**src/rtl/up_stream_buffer.sv**
```systemverilog
// Elastic FWFT buffer between the PAICore up-transport stage and the S2MM DMA.
// Counts data words per receive session and flags the end-marker departure.
module up_stream_buffer #(
    parameter int ADDR_W = 4,
    parameter int CNT_W  = 32
) (
    input  logic              s_axis_aclk,
    input  logic              s_axis_aresetn,
    input  logic              s_axis_tvalid,
    output logic              s_axis_tready,
    input  logic [63:0]       s_axis_tdata,
    input  logic              s_axis_tlast,
    output logic              m_axis_tvalid,
    input  logic              m_axis_tready,
    output logic [63:0]       m_axis_tdata,
    output logic              m_axis_tlast,
    input  logic              i_rx_rcving,
    output logic [CNT_W-1:0]  o_word_count,
    output logic [ADDR_W:0]   o_level,
    output logic              o_rx_end,
    output logic              o_busy
);

    localparam int DEPTH = 1 << ADDR_W;

    typedef enum logic [1:0] {
        IDLE = 2'd0,
        RUN  = 2'd1,
        DONE = 2'd2
    } state_t;

    logic [64:0]      mem [DEPTH];
    logic [ADDR_W:0]  wr_ptr;
    logic [ADDR_W:0]  rd_ptr;
    logic [64:0]      rd_word;
    logic             empty;
    logic             full;
    logic             wr_en;
    logic             rd_en;
    logic             rcv_q;
    logic             rcv_rise;
    logic             rd_last;
    logic             cnt_max;
    state_t           state;

    // Occupancy flags come only from registered pointers, so neither
    // handshake side has a combinational path to the other.
    assign empty = (wr_ptr == rd_ptr);
    assign full  = (wr_ptr[ADDR_W-1:0] == rd_ptr[ADDR_W-1:0])
                && (wr_ptr[ADDR_W] != rd_ptr[ADDR_W]);

    assign s_axis_tready = !full;
    assign m_axis_tvalid = !empty;

    assign wr_en = s_axis_tvalid && !full;
    assign rd_en = !empty && m_axis_tready;

    // Head entry is read straight out of storage; it only changes on a read.
    assign rd_word      = mem[rd_ptr[ADDR_W-1:0]];
    assign m_axis_tdata = rd_word[63:0];
    assign m_axis_tlast = rd_word[64];
    assign rd_last      = rd_word[64];

    assign o_level = wr_ptr - rd_ptr;
    assign o_busy  = (state == RUN) || !empty;

    assign rcv_rise = i_rx_rcving && !rcv_q;
    assign cnt_max  = &o_word_count;

    // Storage write; contents need no reset since pointers gate visibility.
    always_ff @(posedge s_axis_aclk) begin
        if (wr_en) begin
            mem[wr_ptr[ADDR_W-1:0]] <= {s_axis_tlast, s_axis_tdata};
        end
    end

    // Write/read pointers with wrap bit; reset drops everything buffered.
    always_ff @(posedge s_axis_aclk or negedge s_axis_aresetn) begin
        if (!s_axis_aresetn) begin
            wr_ptr <= '0;
            rd_ptr <= '0;
        end else begin
            if (wr_en) begin
                wr_ptr <= wr_ptr + 1'b1;
            end
            if (rd_en) begin
                rd_ptr <= rd_ptr + 1'b1;
            end
        end
    end

    // Session FSM: counts forwarded data words in RUN, pulses on marker exit.
    always_ff @(posedge s_axis_aclk or negedge s_axis_aresetn) begin
        if (!s_axis_aresetn) begin
            state        <= IDLE;
            rcv_q        <= 1'b0;
            o_word_count <= '0;
            o_rx_end     <= 1'b0;
        end else begin
            rcv_q    <= i_rx_rcving;
            o_rx_end <= 1'b0;
            unique case (state)
                IDLE: begin
                    if (rcv_rise) begin
                        state        <= RUN;
                        o_word_count <= '0;
                    end
                end
                RUN: begin
                    if (rd_en && rd_last) begin
                        state    <= DONE;
                        o_rx_end <= 1'b1;
                    end else begin
                        if (rd_en && !cnt_max) begin
                            o_word_count <= o_word_count + 1'b1;
                        end
                        if (!i_rx_rcving) begin
                            state <= IDLE;
                        end
                    end
                end
                DONE: begin
                    if (!i_rx_rcving) begin
                        state <= IDLE;
                    end
                end
                default: begin
                    state <= IDLE;
                end
            endcase
        end
    end

endmodule

```
**config.mk**
```make
export PLATFORM = sky130hd
export DESIGN_NAME = up_stream_buffer
export DESIGN_NICKNAME = d
export VERILOG_FILES = /design/src/rtl/up_stream_buffer.sv
export SDC_FILE = /design/constraint.sdc
export NUM_CORES = 1
export LEC_CHECK = 0
export ABC_CLOCK_PERIOD_IN_PS = 7600
export CORE_MARGIN = 4
export CORE_UTILIZATION = 54
export DETAILED_ROUTE_END_ITERATION = 10
export HOLD_SLACK_MARGIN = 0.15
export PLACE_DENSITY = 0.86
export SYNTH_ARGS = -nofsm -noshare
export SYNTH_HDL_FRONTEND = slang
export SYNTH_SLANG_ARGS = --single-unit
```
**constraint.sdc**
```tcl
create_clock -name s_axis_aclk -period 7.6 [get_ports s_axis_aclk]
set_clock_uncertainty 0.15 [all_clocks]
set_input_delay 0.76 -clock s_axis_aclk [delete_from_list [all_inputs] [get_ports s_axis_aclk]]
set_output_delay 0.76 -clock s_axis_aclk [all_outputs]
set_load 0.03 [all_outputs]
```
==> flow_summary.ini <==
[run_status]
status = finished, final reports clean

[worst_setup_path]
crit_type = reg2out
cpMostUsedCell = mux4_2
worstPathRequired_ns = 6.69
cpPeakStageDelay_ns = 1.03
cp.arrival_ns = 4.43
start_kind = register
cp_cell_sequence = buf_4 -> mux4_2 -> mux4_2 -> clkdlybuf4s50_1
critPathMaxFanout = 50
worst_path_max_delay_cell = dfrtp_4
cp-end-kind = output pin

[timing]
rsz0062_at_grt = no
setup_violations = 0
slew-limit-headroom_pct = 3.40
fin_crit_ns = 5.34
max_freq_mhz = 187
fin_setup_tns_ns = 0
hold_viol = 0
maxSlewViolCount = 0
tightest_slew_ns = 1.45
setup_ws_ns = 2.26
fin_crit_sh_pct = 70.2

[logic_synthesis]
syn_area_per_cell_um2 = 23.9
syn-num-nets = 1823
synthCells = 1742
synth_warnings = 0
yosys-top-cells-area = edfxtp_1 75%, mux4_2 18%, dfrtp_1 2.8%
synth.distinct_cells = 44
async_flop_share_pct = 4.24
dominantRegCellSynth = edfxtp_1
synth-seq-cells = 1086
yosysTopAreaCell = edfxtp_1
synth_top_area_share_pct = 75.2
synth_edf_count = 1040
syn_area_um2 = 41600
seq_area_frac_synth_pct = 77.9

[min_path]
hold_class = in2async

[clock_network]
clk_path_buf_depth = 3
clk_latency_ns = 0.66
cts_setup_buffers = 0
numCtsBuffers = 104
h-tree-depth = 3
hold_buffers = 0
cts.root.buffer_cell = clkbuf_16
clock-sinks = 1086
tritoncts = built
ctsResizeCount = 0
path_clk_slew_ns = 0.06

[placement]
place_congestion = 0.839
hpwlAfterDp_um = 49500
portBuffers = 175
dp.cells = 2897
place_ws_ns = 2.74

[pwr]
ir_drop_mv = 0.362
p_clk_share_pct = 27.9
p_sw_share_pct = 31.6
internal-power_mw = 13.0
cellLeakagePower_nw = 15.1
p_per_area_nw_per_um2 = 395
p_sw_mw = 6.03
pwr-share-comb_pct = 32.6
p_seq_share_pct = 39.5

[routing]
drc = 0
routed-via-count = 20300
drtIter0Drc = 3145
routedWlPerCell_um = 33.9
drt_wl_total_um = 105000
via_per_inst = 6.56
ant_nets = 0
firstDrtPassIters = 5

[floorplan]
die_w_um = 285
dieArea_um2 = 81500
rows = 101
boundaryPins = 176
die_y_um = 285
core_area_um2 = 76100
start_util_pct = 54.6

[grt]
grt_pass1_wl_um = 152000
gr-total-overflow = 0
grt_pass1_vias = 21200
grt_max_degree = 192
antenna_found_initial = 17
track_usage_pct = 26.2

[cells_and_area]
nNetsFinal = 2054
layout_commonest_cell = edfxtp_1
drive_gt1_share_pct = 26.7
final_cells = 3101
layout_common_cells = 1040 x edfxtp_1, 325 x mux4_2, 174 x clkdlybuf4s50_1
area_growth_pct = 16.1
n_fill_cell = 4709

[flow_run]
drv_cap = 0
## power groups by stage
stage / sequential [mW] / clock [mW] / combinational [mW]
floorplan: 7.46 / 0 / 4.11
detailed placement: 7.61 / 0 / 6.13
global placement: 7.54 / 0 / 6.01
global route: 7.57 / 5.65 / 6.49
finish: 7.53 / 5.31 / 6.22
CTS: 7.54 / 5.37 / 6.26
## flip-flops by register name, summed over array words and instances (netlist names)
| name | cells |
|---|---|
| mem | 1040 |
| o_rx_end | 1 |
| o_word_count | 32 |
| rcv_q | 1 |
| rd_ptr | 5 |
| state | 2 |
| wr_ptr | 5 |
## critical path: cells and delay by family (launching register included)
kind / cells / cell delay (ns)
multiplexers: 2 / 1.14
buffers and inverters: 2 / 1.48
flip-flops: 1 / 1.03
## kinds of logic after synthesis
group	after synthesis	synth area share, %
XOR/XNOR	24	0.506
AO/OA/AOI/OAI	44	0.644
buffers and inverters	98	0.909
multiplexers	327	17.7
adder cells (fa/ha/maj)	11	0.349
flip-flops	1086	77.9
AND/OR/NAND/NOR	152	1.97
## layout make-up
| class | instances | area (um^2) | area share (%) |
|---|---|---|---|
| diodes | 12 | 30.0 | 0.0622 |
| clock buffers | 131 | 2800 | 5.80 |
| clock inverters | 61 | 689 | 1.43 |
| inverters | 11 | 43.8 | 0.0908 |
| multi-input cells | 558 | 8940 | 18.5 |
| flip-flops and latches | 1086 | 32400 | 67.1 |
| well taps | 1030 | 1290 | 2.67 |
| repair buffers | 212 | 2070 | 4.30 |
## cell usage after synthesis (all sizes together) (2+ instances only)
master     n
a21oi     16
nor3       8
clkbuf    50
nor2      30
inv       11
nand2     34
nor2b      4
o21a       2
ha        10
nor4       7
or4        8
and3       3
o21ai     12
dfrtp     46
nor4b      4
nand3     17
nand4     17
and2       3
a21o       2
o31ai      5
buf       37
nand2b     4
a31o       2
o211ai     2
xnor2     16
xor2       8
or3       10
edfxtp  1040
mux4     325
## final timing paths
check / start / endpoint / slack, ns / cells after the start
hold / removal: s_axis_aresetn / o_word_count[22] / 0.14 / 1
setup reg to reg: rd_ptr[3] / mem[4][49] / 2.56 / 8
max in group asynchronous: s_axis_aresetn / rd_ptr[2] / 6.38 / 1
hold reg to reg: rd_ptr[4] / rd_ptr[4] / 0.34 / 1
min in group s_axis_aclk: rd_ptr[4] / rd_ptr[4] / 0.34 / 1
setup / recovery: rd_ptr[0] / m_axis_tdata[20] / 2.26 / 4
## per-layer routing
layer / routed length (um) / vias up / part of all wire (%) / track usage, %
met5: 59 / - / 0.056 / 0
met4: 3810 / 10 / 3.6 / 10.3
li1: - / 7947 / - / -
met1: 36800 / 10700 / 35 / 34.3
met2: 53600 / 1485 / 51 / 43.2
met3: 10800 / 217 / 10 / 6.10
## per-stage QoR
step	cell area, um^2	total power [mW]	hold WS [ns]	utilization, %
global route	48200	19.7	0.230	63.4
global placement	44700	13.6	0.331	58.8
finish	48300	19.1	0.139	63.4
CTS	48200	19.2	0.160	63.4
floorplan	41600	11.6	0.311	-
detailed placement	44700	13.7	0.336	58.8
Power figures use the tool's default switching activity.
